[src/rtl/uart_pkg.sv]
// Shared types and defaults for the UART receive channel.
// The PARITY state is only reached in builds with UART_RX_PARITY_EN defined.
package uart_pkg;

   typedef enum logic [2:0] {
      IDLE,
      START,
      DATA,
      PARITY,
      STOP,
      BREAK
   } rx_state_t;

   localparam int DEF_BYTESIZES    = 8;
   localparam int DEF_OVERSAMPLING = 16;
   localparam int DEF_SYNC_STAGES  = 2;

   localparam bit PAR_EVEN = 1'b0;
   localparam bit PAR_ODD  = 1'b1;

endpackage

[src/rtl/uart_rx_sync.sv]
// Multi-flop synchronizer for the asynchronous serial line; idles high so
// a reset never looks like a start bit.
module uart_rx_sync
   import uart_pkg::*;
#(
   parameter int SYNC_STAGES = DEF_SYNC_STAGES
) (
   input  logic clock_out,
   input  logic nreset,
   input  logic sdata,
   output logic rxd
);

   logic [SYNC_STAGES-1:0] r_sync;

   always_ff @(posedge clock_out or negedge nreset) begin
      if (!nreset) begin
         r_sync <= '1;
      end else begin
         r_sync <= {r_sync[SYNC_STAGES-2:0], sdata};
      end
   end

   assign rxd = r_sync[SYNC_STAGES-1];

endmodule

[src/rtl/uart_rx.sv]
// UART receiver on the oversampled tick clock: start/data/stop framing, one-tick
// valid / frame_error pulses. Define UART_RX_PARITY_EN to add a parity bit.
module uart_rx
   import uart_pkg::*;
#(
   parameter int BYTESIZES    = DEF_BYTESIZES,
   parameter int OVERSAMPLING = DEF_OVERSAMPLING,
   parameter int SYNC_STAGES  = DEF_SYNC_STAGES
`ifdef UART_RX_PARITY_EN
   ,
   parameter bit PARITY_ODD   = PAR_EVEN
`endif
) (
   input  logic                 clock_out,
   input  logic                 nreset,
   input  logic                 sdata,
   output logic [BYTESIZES-1:0] data,
   output logic                 valid,
   output logic                 frame_error,
   output logic                 parity_error,
   output logic                 busy
);

   localparam int CNT_W = $clog2(OVERSAMPLING);
   localparam int IDX_W = (BYTESIZES > 1) ? $clog2(BYTESIZES) : 1;
   localparam logic [CNT_W-1:0] CNT_HALF = CNT_W'(OVERSAMPLING/2 - 1);
   localparam logic [CNT_W-1:0] CNT_LAST = CNT_W'(OVERSAMPLING - 1);
   localparam logic [IDX_W-1:0] IDX_LAST = IDX_W'(BYTESIZES - 1);

   logic                 w_rxd;
   logic                 w_bit_end;
   logic [CNT_W-1:0]     w_cnt_next;
   rx_state_t            r_state;
   logic [CNT_W-1:0]     r_cnt;
   logic [IDX_W-1:0]     r_idx;
   logic [BYTESIZES-1:0] r_shift;
   logic [BYTESIZES-1:0] r_data;
   logic                 r_valid;
   logic                 r_ferr;
   logic                 r_busy;
`ifdef UART_RX_PARITY_EN
   logic                 r_par_bad;
   logic                 r_perr;
`endif

   uart_rx_sync #(
      .SYNC_STAGES(SYNC_STAGES)
   ) u_sync (
      .clock_out(clock_out),
      .nreset   (nreset),
      .sdata    (sdata),
      .rxd      (w_rxd)
   );

   // Counter wraps explicitly so non-power-of-two oversampling still works.
   assign w_bit_end  = (r_cnt == CNT_LAST);
   assign w_cnt_next = w_bit_end ? '0 : r_cnt + 1'b1;

   always_ff @(posedge clock_out or negedge nreset) begin
      if (!nreset) begin
         r_state   <= IDLE;
         r_cnt     <= '0;
         r_idx     <= '0;
         r_shift   <= '0;
         r_data    <= '0;
         r_valid   <= 1'b0;
         r_ferr    <= 1'b0;
         r_busy    <= 1'b0;
`ifdef UART_RX_PARITY_EN
         r_par_bad <= 1'b0;
         r_perr    <= 1'b0;
`endif
      end else begin
         r_valid <= 1'b0;
         r_ferr  <= 1'b0;
`ifdef UART_RX_PARITY_EN
         r_perr  <= 1'b0;
`endif
         case (r_state)
            IDLE: begin
               if (!w_rxd) begin
                  r_state <= START;
                  r_cnt   <= '0;
                  r_busy  <= 1'b1;
               end
            end
            START: begin
               if (r_cnt == CNT_HALF) begin
                  if (w_rxd) begin
                     r_state <= IDLE;
                     r_busy  <= 1'b0;
                  end else begin
                     r_state <= DATA;
                     r_cnt   <= '0;
                     r_idx   <= '0;
                  end
               end else begin
                  r_cnt <= w_cnt_next;
               end
            end
            DATA: begin
               r_cnt <= w_cnt_next;
               if (w_bit_end) begin
                  r_shift[r_idx] <= w_rxd;
                  r_idx          <= r_idx + 1'b1;
                  if (r_idx == IDX_LAST) begin
`ifdef UART_RX_PARITY_EN
                     r_state <= PARITY;
`else
                     r_state <= STOP;
`endif
                  end
               end
            end
`ifdef UART_RX_PARITY_EN
            PARITY: begin
               r_cnt <= w_cnt_next;
               if (w_bit_end) begin
                  r_par_bad <= w_rxd ^ (^r_shift) ^ PARITY_ODD;
                  r_state   <= STOP;
               end
            end
`endif
            STOP: begin
               r_cnt <= w_cnt_next;
               if (w_bit_end) begin
                  if (w_rxd) begin
                     r_data  <= r_shift;
                     r_valid <= 1'b1;
`ifdef UART_RX_PARITY_EN
                     r_perr  <= r_par_bad;
`endif
                     r_state <= IDLE;
                     r_busy  <= 1'b0;
                  end else begin
                     r_ferr  <= 1'b1;
                     r_state <= BREAK;
                  end
               end
            end
            BREAK: begin
               // A held-low line must return high before a new start is armed.
               if (w_rxd) begin
                  r_state <= IDLE;
                  r_busy  <= 1'b0;
               end
            end
            default: begin
               r_state <= IDLE;
               r_busy  <= 1'b0;
            end
         endcase
      end
   end

   assign data        = r_data;
   assign valid       = r_valid;
   assign frame_error = r_ferr;
   assign busy        = r_busy;
`ifdef UART_RX_PARITY_EN
   assign parity_error = r_perr;
`else
   assign parity_error = 1'b0;
`endif

endmodule

[config.mk]
export PLATFORM = sky130hd
export DESIGN_NAME = uart_rx
export DESIGN_NICKNAME = d
export VERILOG_FILES = /design/src/rtl/uart_pkg.sv /design/src/rtl/uart_rx_sync.sv /design/src/rtl/uart_rx.sv
export SDC_FILE = /design/constraint.sdc
export NUM_CORES = 1
export LEC_CHECK = 0
export ABC_AREA = 1
export BUFFER_PORTS_ARGS = -buffer_cell sky130_fd_sc_hd__buf_2
export CAP_MARGIN = 20
export CORE_ASPECT_RATIO = 0.6
export CORE_MARGIN = 5
export CORE_UTILIZATION = 35
export DETAILED_ROUTE_END_ITERATION = 16
export HOLD_SLACK_MARGIN = 0.15
export PLACE_DENSITY_LB_ADDON = 0.25
export SLEW_MARGIN = 20
export SYNTH_ARGS = -nofsm -noshare
export SYNTH_HDL_FRONTEND = slang
export SYNTH_SLANG_ARGS = --single-unit
[constraint.sdc]
create_clock -name clock_out -period 3.72 [get_ports clock_out]
set_input_delay 0.372 -clock clock_out [delete_from_list [all_inputs] [get_ports clock_out]]
set_output_delay 0.372 -clock clock_out [all_outputs]
set_load 0.05 [all_outputs]
==> results of run 1 <==
==> final cells by class <==
| type | instances | area (um^2) | share of cell area (%) |
|---|---|---|---|
| clock buffer | 6 | 82.6 | 4.58 |
| clock inverter | 1 | 5.00 | 0.277 |
| inverter | 17 | 63.8 | 3.54 |
| multi-input combinational | 137 | 731 | 40.5 |
| sequential | 31 | 778 | 43.1 |
| tap | 63 | 78.8 | 4.37 |
| timing repair buffer | 13 | 65.1 | 3.61 |
==> cell families (layout without fill, tap and decap cells) <==
group                    Yosys count  count (layout)
AO/OA/AOI/OAI                     19              19
buffers and inverters             20              37
adder cells (fa/ha/maj)            3               3
AND/OR/NAND/NOR                  113             113
flip-flops                        31              31
other                              1               1
XOR/XNOR                           1               1
==> power by group through the flow <==
stage	combinational (W)	clock [W]	sequential (W)
after floorplan	0.000413	0	0.000452
after global placement	0.000512	0	0.000457
after detailed placement	0.000505	0	0.000458
after CTS	0.000507	0.000281	0.000452
after global routing	0.000571	0.000295	0.000461
final	0.000505	0.000267	0.000453
==> layout by cell type, fill, tap and decap left out <==
| cell type | n |
|---|---|
| nor2_2 | 5 |
| nor2_8 | 1 |
| inv_1 | 14 |
| conb_1 | 1 |
| nand2_4 | 3 |
| a21oi_1 | 1 |
| nor2_4 | 2 |
| nand3_2 | 3 |
| o21ai_1 | 10 |
| nand2_2 | 3 |
| ha_1 | 3 |
| nand3b_1 | 1 |
| o21bai_1 | 1 |
| clkbuf_8 | 6 |
| clkinv_2 | 1 |
| nand4_1 | 3 |
| nor2_1 | 10 |
| nand4_4 | 1 |
| and2_1 | 1 |
| nand3_4 | 1 |
| nor3_1 | 2 |
| nand2_1 | 64 |
| xor2_1 | 1 |
| a21o_1 | 1 |
| dfstp_2 | 2 |
| nand3_1 | 13 |
| dfrtp_1 | 29 |
| inv_2 | 3 |
| buf_2 | 13 |
| o21ai_0 | 6 |
==> stage by stage <==
step	setup slack (ps)	hold WS [ps]	total power, W
after floorplan	2410	76.4	0.000865
after global placement	2200	347	0.000968
after detailed placement	2220	350	0.000963
after CTS	2190	158	0.00124
after global routing	2050	180	0.00133
final	2210	130	0.00122
==> final timing paths <==
path / start / endpoint / slack, ps
min reg2reg: u_sync.r_sync[0] / u_sync.r_sync[1] / 360
max reg2reg: r_cnt[0] / data[7] / 2210
max in group asynchronous: nreset / r_shift[1] / 3140
min in group clock_out: sdata / u_sync.r_sync[0] / 190
min: nreset / r_idx[2] / 130
max: r_cnt[0] / data[7] / 2210
==> per-layer routing <==
layer / wire length (um) / track usage (%)
met3: 168 / 3.91
met4: 36 / 4.20
met5: 0 / 0
met1: 1850 / 18.5
met2: 1190 / 16.1
==> worst reg2reg max path, delay by kind of cell, from the launching register on <==
kind | cells | cell delay (ps)
adder cells (fa/ha/maj) | 1 | 250
buffers and inverters | 2 | 360
AND/OR/NAND/NOR | 4 | 460
flip-flops | 1 | 380
==> sequential cells by signal, summed over array words and instances (netlist names) <==
| signal | flops |
|---|---|
| busy | 1 |
| data | 8 |
| frame_error | 1 |
| r_cnt | 4 |
| r_idx | 3 |
| r_shift | 8 |
| r_state | 3 |
| u_sync.r_sync | 2 |
| valid | 1 |
==> cell usage after synthesis <==
master	instances	area (um^2)
buf_6	1	11.3
nand2_1	64	240
and2_1	1	6.26
dfstp_2	2	52.6
nor2_4	2	22.5
nor2_1	10	37.5
nand2_2	3	18.8
ha_1	3	37.5
nor2_2	5	31.3
nand3_2	3	30.0
a21o_1	1	7.51
inv_2	3	11.3
nand3_4	1	17.5
o21ai_1	10	50.1
dfrtp_1	29	726
buf_2	1	5.00
nor2_8	1	20.0
o21ai_0	6	30.0
conb_1	1	3.75
buf_4	1	7.51
nand4_1	3	18.8
nand3_1	13	65.1
nand3b_1	1	7.51
xor2_1	1	8.76
nand4_4	1	21.3
nor3_1	2	10.0
inv_1	14	52.6
a21oi_1	1	5.00
o21bai_1	1	7.51
nand2_4	3	33.8
==> metrics.yaml, run 1 <==
synth_fp_nets: 194
gp_congestion: 0.791
critical_path.top_delay_family: "simple AND/OR/NAND/NOR gates"
fill_cells: 467
clk_pin_slew_ps: 70
crit_buf_inv: 2
pwr-share-clk_pct: 21.8
critPathKind: "flip-flop to flip-flop"
synth_compound_area_share_pct: 6.27
crit_fanout: 9
core_mm2: 0.00449
diodes: 0
postSynthCellCount: 188
cts.sinks: 31
finalNetCount: 211
rsz0062_at_grt: "false"
period_share_pct: 40.5
routed-via-count: 1199
fmax_mhz: 663
grt_max_degree: 32
synthToLayoutAreaGrowth_pct: 13.0
p_leak_nw: 0.994
vdd_drop_max_v: 0.000242
netlist_area_mm2: 0.00160
cts-root-buf: "clkbuf_8"
antenna_found_initial: 0
start_util_pct: 35.5
insertion_delay_ps: 280
ys_ff_latch: 31
worstSetupPathDepth: 7
cts_setup_buffers: 0
postLayoutCoreUtil_pct: 40.2
placed_area_mm2: 0.00172
ys_warn_count: 0
p_seq_share_pct: 37.0
drv_cap: 0
drt.antenna.violating_nets: 0
comb_power_share_pct: 41.2
drc: 0
cpPeakStageDelay_ps: 380
yosys.area_share.xor_xnor_pct: 0.549
fin_cells: 268
initialDrtViolationCount: 39
crit_chain: "ha_1 > nand2_1 > inv_1 > nand4_4 > inv_2 > nand2_1 > nand2_1"
crit_slowest_cell: "dfrtp_1"
post_cts_resized: 0
gr-usage-all-layers_pct: 12.2
post-place-cells: 261
synth_top_family_by_area: "simple AND/OR/NAND/NOR gates"
slew_headroom_pct: 54.2
cp_common_cell: "nand2_1"
clock_skew_ps: 7.55
finalSetupViolations: 0
synth_simple_gate_area_share_pct: 36.4
postCtsHoldBufs: 0
synth_fa_ha_area_share_pct: 2.35
switching_share_pct: 43.2
switchingPower_w: 0.000529
required_ps: 3940
gr-total-overflow: 0
wl_per_cell_um: 12.1
p_int_w: 0.000695
setup-tns-final_ps: 0
cts.htree.levels: 2
dpl.hpwl_um: 2320
drv_slew: 0
avgSynthCellArea_um2: 8.49
dieArea_mm2: 0.00606
cp-start-kind: "flip-flop"
die_x_um: 97.2
cts_tree: "done"
min_path_type: "primary input to asynchronous set/reset pin"
cp-end-kind: "flip-flop"
cts_buffers: 5
post_drt_via_cell_ratio: 4.47
period_minus_slack_ps: 1510
die_h_um: 62.3
final_area_mm2: 0.00180
power_density_mw_per_mm2: 679
finalHoldViolations: 0
rows: 19
portBuffers: 13
pin_count: 15
drt_first_pass_iters: 5
arrival_ps: 1730
synthDistinctLibCells: 30
grt_pass1_wl_um: 5920
worst_slew_pin_slew_ps: 687
reg2reg_depth: 7
synth_seq_area_share_pct: 48.7
grt_pass1_vias: 1210
drive_gt1_share_pct: 21.5
status: "finished clean"
synthMuxAreaShare_pct: 0
cts_max_path_buffers: 2
wl_um: 3250
No activity file was read; power rests on OpenSTA's default activity.
==> run 2, diff against run 1 <==
Clock period 3.72 ns to 1.3 ns, I/O delays scaled along.
==> run 2 against run 1 <==
- the run now ends with negative setup slack left
- sequential share of layout area shrank 9.3 points
- register-to-register slack lost 2300 ps
- clock skew shrank 0.71 ps
- sequential power grew to 2.8 times the previous value
- clock power grew to 3.7 times the previous value
- combinational power grew to 4.4 times the previous value
- non-clock buffer count grew 37
- die area is the same
- via count grew 11%
- total power grew to 3.6 times the previous value
- wire length grew 11%
- final area grew 28%
==> metrics.yaml, run 2 (same netlist as run 1, synthesis figures left out) <==
status: "complete, but fails checks"
violations: "negative setup slack"
cts.htree.levels: 2  # unchanged
core_mm2: 0.00449  # unchanged
holdWs_ps: 356  # +226 ps
use_met1_pct: 21.3  # +2.8 points
grt_pass1_vias: 1239  # +2.4%
wl_um: 3620  # +11%
reg2reg_to: "r_idx[2]"
grt_pass1_wl_um: 6150  # +4.0%
cts.sinks: 31  # unchanged
drv_cap: 0  # unchanged
met2_usage_pct: 14.7  # -1.4 points
place_ws_ps: -99.6  # -2320 ps
power.total_w: 0.00446  # +260%
cp-start-kind: "flip-flop"
drt.antenna.violating_nets: 0  # unchanged
cts_tree: "done"
period_share_pct: 104  # +63 points
drive_gt1_share_pct: 44.4  # +23 points
cts_max_path_buffers: 2  # unchanged
r2r_slack_ps: -50  # -2260 ps
pin_count: 15  # unchanged
drv_slew: 0  # unchanged
gp_congestion: 0.870  # +10%
rows: 19  # unchanged
drc: 0  # unchanged
layout_common_cells: "nand2_1 (51), buf_4 (30), dfrtp_1 (27), nand2_2 (14), buf_2 (13)"
portBuffers: 13  # unchanged
grt_max_degree: 32  # unchanged
cpPeakStageDelay_ps: 460  # +80 ps
power_density_mw_per_mm2: 1940  # +190%
vdd_drop_max_v: 0.00109  # +350%
routed-via-count: 1335  # +11%
start_util_pct: 35.5  # unchanged
gr-total-overflow: 0  # unchanged
fmax_mhz: 742  # +12%
critPathKind: "flip-flop to flip-flop"
r2r-start: "r_state[0]"
period_minus_slack_ps: 1350  # -160 ps
gr-usage-all-layers_pct: 12.7  # +0.43 points
cts_buffers: 5  # unchanged
min_path_cells: 0
clock_skew_ps: 6.84  # -0.712 ps
wl_per_cell_um: 11.8  # -2.4%
drt_first_pass_iters: 4  # -1
dpl.hpwl_um: 2640  # +14%
grt-busiest-layer: "met1"
cts-root-buf: "clkbuf_8"
dieArea_mm2: 0.00606  # unchanged
required_ps: 1500  # -2440 ps
crit_fanout: 8  # -1
worst_slack_ps: -47.9  # -2260 ps
initialDrtViolationCount: 39  # unchanged
die_x_um: 97.2  # unchanged
finalSetupViolations: 16  # +16
clk_pin_slew_ps: 70  # about the same
met3_usage_pct: 3.91  # unchanged
diodes: 0  # unchanged
crit_chain: "nor2_4 > nand2_4 > nor2_8 > buf_4 > buf_4 > nand2_1 > o21ai_1"
insertion_delay_ps: 280  # about the same
startpoint: "r_state[0]"
die_h_um: 62.3  # unchanged
min_path_type: "flip-flop to flip-flop"
synthToLayoutAreaGrowth_pct: 44.4
arrival_ps: 1550  # -180 ps
cp_common_cell: "buf_4"
crit_slowest_cell: "dfrtp_2"
p_leak_nw: 1.22  # +23%
reg2reg_depth: 7  # unchanged
crit_path_end: "r_idx[2]"
finalHoldViolations: 0  # unchanged
cp-end-kind: "flip-flop"
post_drt_via_cell_ratio: 4.36  # -2.5%
finalNetCount: 248  # +18%
rsz0062_at_grt: "true"
final_common_cell: "nand2_1"
antenna_found_initial: 0  # unchanged
[run 2: changes by cell type in the layout (fill, tap and decap cells not counted), sizes merged]
cell / before / now
dlygate4sd3: 0 / 2
bufinv: 0 / 1
buf: 13 / 48
[run 2: how the worst min path moves through the flow]
stage	start	endpoint
3_3_place_gp	nreset	r_shift[6]
5_1_grt	u_sync.r_sync[0]	u_sync.r_sync[1]
3_5_place_dp	nreset	data[6]
2_1_floorplan	nreset	busy
6_report	u_sync.r_sync[0]	u_sync.r_sync[1]
4_1_cts	u_sync.r_sync[0]	u_sync.r_sync[1]
[run 2: worst max-delay path, delay by kind of cell (launching register included)]
family / cells / cell delay [ps]
buffers and inverters: 2 / 230
AND/OR/NAND/NOR: 4 / 510
AO/OA/AOI/OAI: 1 / 70
flip-flops: 1 / 460
[run 2: report_power, final]
part | internal (W) | total, W | leakage (nW) | switching [W]
logic | 0.000960 | 0.00220 | 0.743 | 0.00124
clock network | 0.000620 | 0.000985 | 0.0612 | 0.000365
registers | 0.00110 | 0.00127 | 0.415 | 0.000171
total | 0.00268 | 0.00446 | 1.22 | 0.00178
[run 2: metal layers]
layer,vias to the layer above,share of wire [%]
li1,711,-
met2,21,37
met1,601,59
met4,0,0.39
met3,2,3.7
met5,-,0
[run 2: through the flow]
stage | instances | TNS [ps] | utilization, % | cell area (um^2)
after floorplan | 188 | 0 | - | 1600
after global placement | 288 | -547 | 43.3 | 1950
after detailed placement | 288 | -605 | 43.3 | 1950
after CTS | 300 | -23.6 | 47.6 | 2140
after global routing | 306 | -2270 | 51.3 | 2310
final | 306 | -233 | 51.3 | 2310
[run 2: area by class of cell]
type,instances,area [um^2]
clock buffers,6,82.6
clock inverters,2,35.0
fillers,415,2190
inverters,17,68.8
multi-input cells,137,876
flip-flops and latches,31,781
well taps,63,78.8
repair buffers,50,384
[run 2: timing repair]
item,4_1_cts,5_1_grt
gates resized for setup,13,32
buffers inserted,2,6
hold buffers,2,0
setup endpoints to repair,20,27
hold endpoints to repair,30,0
pin swaps,4,20
==> run 3, diff against run 2 <==
Settings changed: CORE_UTILIZATION 35 to 52.
==> run 3 against run 2 <==
- the flow still finishes with violations (negative setup slack)
- wire length is 5.4% higher
- fmax is 2.4% lower
- sequential power hardly changed
- die area is 29% lower
- non-clock buffer count is 17 lower
- hold slack worse by 0.60 ps
- first-iteration DRC count grew to 2.8 times the previous value
- total power is 6.2% lower
- clock skew is 0.99 ps higher
- final cell count is 12% lower
- setup slack worse by 33 ps
- flip-flop and latch count stayed put
- critical endpoint is now r_shift[0]
- highest routed layer unchanged
==> metrics.yaml, run 3 (same netlist as run 1, synthesis figures left out) <==
status: "complete, but fails checks"
violations: "negative setup slack"
multi_input_area_um2: 835  # -4.7%
finalSetupViolations: 8  # -8
crit_chain: "nand3_4 > nor3_1 > nand2_1 > nand2_1 > o21ai_1"
portBuffers: 13  # unchanged
worst_slack_ps: -81.4  # -33.5 ps
clock_skew_ps: 7.83  # +0.992 ps
regArea_um2: 781  # unchanged
cpPeakStageDelay_ps: 520  # +60 ps
postLayoutCoreUtil_pct: 71.0  # +20 points
wl_per_cell_um: 14.2  # +20%
placed_area_mm2: 0.00180  # -7.6%
min_path_type: "flip-flop to flip-flop"
synthToLayoutAreaGrowth_pct: 29.4
vdd_drop_max_v: 0.00108  # -1.0%
insertion_delay_ps: 290  # about the same
cp_common_cell: "nand2_1"
drive_gt1_share_pct: 35.4  # -9.0 points
grt_max_degree: 32  # unchanged
drc: 0  # unchanged
pin_count: 15  # unchanged
p_leak_nw: 1.12  # -8.5%
arrival_ps: 1560  # about the same
min_from: "u_sync.r_sync[0]"
layout_common_cells: "nand2_1 (57), dfrtp_1 (27), buf_4 (17), buf_2 (13), nand3_1 (12)"
finalNetCount: 231  # -6.9%
r2r_slack_ps: -80  # -30 ps
clk_pin_slew_ps: 70  # about the same
drv_cap: 0  # unchanged
initialDrtViolationCount: 109  # +180%
cts_tree: "done"
dieArea_mm2: 0.00431  # -29%
power_density_mw_per_mm2: 2030  # +4.7%
power.total_w: 0.00419  # -6.2%
cp-start-kind: "flip-flop"
grt_pass1_wl_um: 6180  # +0.34%
cp-end-kind: "flip-flop"
min_path_cells: 0  # unchanged
dpl.hpwl_um: 2560  # -2.8%
routed-via-count: 1415  # +6.0%
holdPathEnd: "u_sync.r_sync[1]"
drv_slew: 0  # unchanged
final_common_cell: "nand2_1"
rows: 15  # -4
fill_cells: 221  # -47%
cts.htree.levels: 2  # unchanged
drt_first_pass_iters: 4  # unchanged
die_x_um: 81.5  # -16%
die_h_um: 52.9  # -15%
gr-total-overflow: 0  # unchanged
critPathKind: "flip-flop to flip-flop"
rsz0062_at_grt: "true"
drt.antenna.violating_nets: 0  # unchanged
diodes: 0  # unchanged
cts-root-buf: "clkbuf_8"
core_mm2: 0.00291  # -35%
fmax_mhz: 724  # -2.4%
wl_um: 3810  # +5.4%
r2r-start: "r_cnt[3]"
crit_slowest_cell: "dfrtp_1"
start_util_pct: 54.9  # +19 points
cts.sinks: 31  # unchanged
reg2reg_to: "r_shift[0]"
period_share_pct: 106  # +2.6 points
crit_fanout: 6  # -2
reg2reg_depth: 5  # -2
final_area_mm2: 0.00207  # -10%
cts_max_path_buffers: 2  # unchanged
cts_buffers: 5  # unchanged
period_minus_slack_ps: 1380  # +33.5 ps
grt_pass1_vias: 1323  # +6.8%
gp_congestion: 0.966  # +11%
finalHoldViolations: 0  # unchanged
post_drt_via_cell_ratio: 5.28  # +21%
gr-usage-all-layers_pct: 19.9  # +7.2 points
antenna_found_initial: 0  # unchanged
required_ps: 1480  # -20 ps
## run 3: cell types whose count changed in the layout (fill, tap and decap cells not counted), sizes merged
cell,change
buf,-17
bufinv,-1
clkbuf,+2
inv,-1
## run 3: repair_timing
action,in CTS,in global routing
cloned,0,0
hold buffers,2,0
endpoints found under the hold margin,30,0
pin swaps,5,8
setup buffers,1,3
resized for setup,13,21
endpoints found under the setup margin,20,27
## run 3: cell type report
type,instances,area share (%)
well taps,42,2.54
multi-input cells,137,40.4
flip-flops and latches,31,37.8
clock buffers,8,4.85
repair buffers,33,10.8
inverters,17,3.57
## run 3: stage by stage
stage / worst slack [ps] / setup TNS, ps / cells / hold slack, ps
2_1_floorplan: 10.7 / 0 / 188 / -166
3_5_place_dp: -106 / -1130 / 254 / 168
5_1_grt: -162 / -2150 / 268 / 360
3_3_place_gp: -47.7 / -242 / 254 / 162
4_1_cts: -21.4 / -59.4 / 265 / 355
6_report: -81.4 / -260 / 268 / 355
## run 3: worst max-delay path by stage
stage,from,endpoint,cells after the start
after global routing,r_cnt[0],r_shift[0],6
after floorplan,r_cnt[0],r_idx[0],8
after CTS,r_state[1],busy,7
final,r_cnt[3],r_shift[0],5
after global placement,r_cnt[1],r_idx[1],8
after detailed placement,r_cnt[0],r_idx[1],8
## run 3: power by group
part           switching [W]  total (W)  internal [W]
Combinational        0.00131    0.00208      0.000768
Sequential          0.000174    0.00128       0.00110
Clock               0.000347   0.000830      0.000482
Total                0.00183    0.00419       0.00235
## run 3: worst max-delay path: cells and delay by family, from the launching register on
family	cells	cell delay (ps)
AOI/OAI and AO/OA	1	50
DFF	1	520
and+or+nand+nor	4	700
## run 3: layer usage
metal	share of wire [%]	GRT usage, %
met3	6.5	5.27
met2	45	29.1
met4	2.3	8.15
met1	46	27.9
met5	0	0
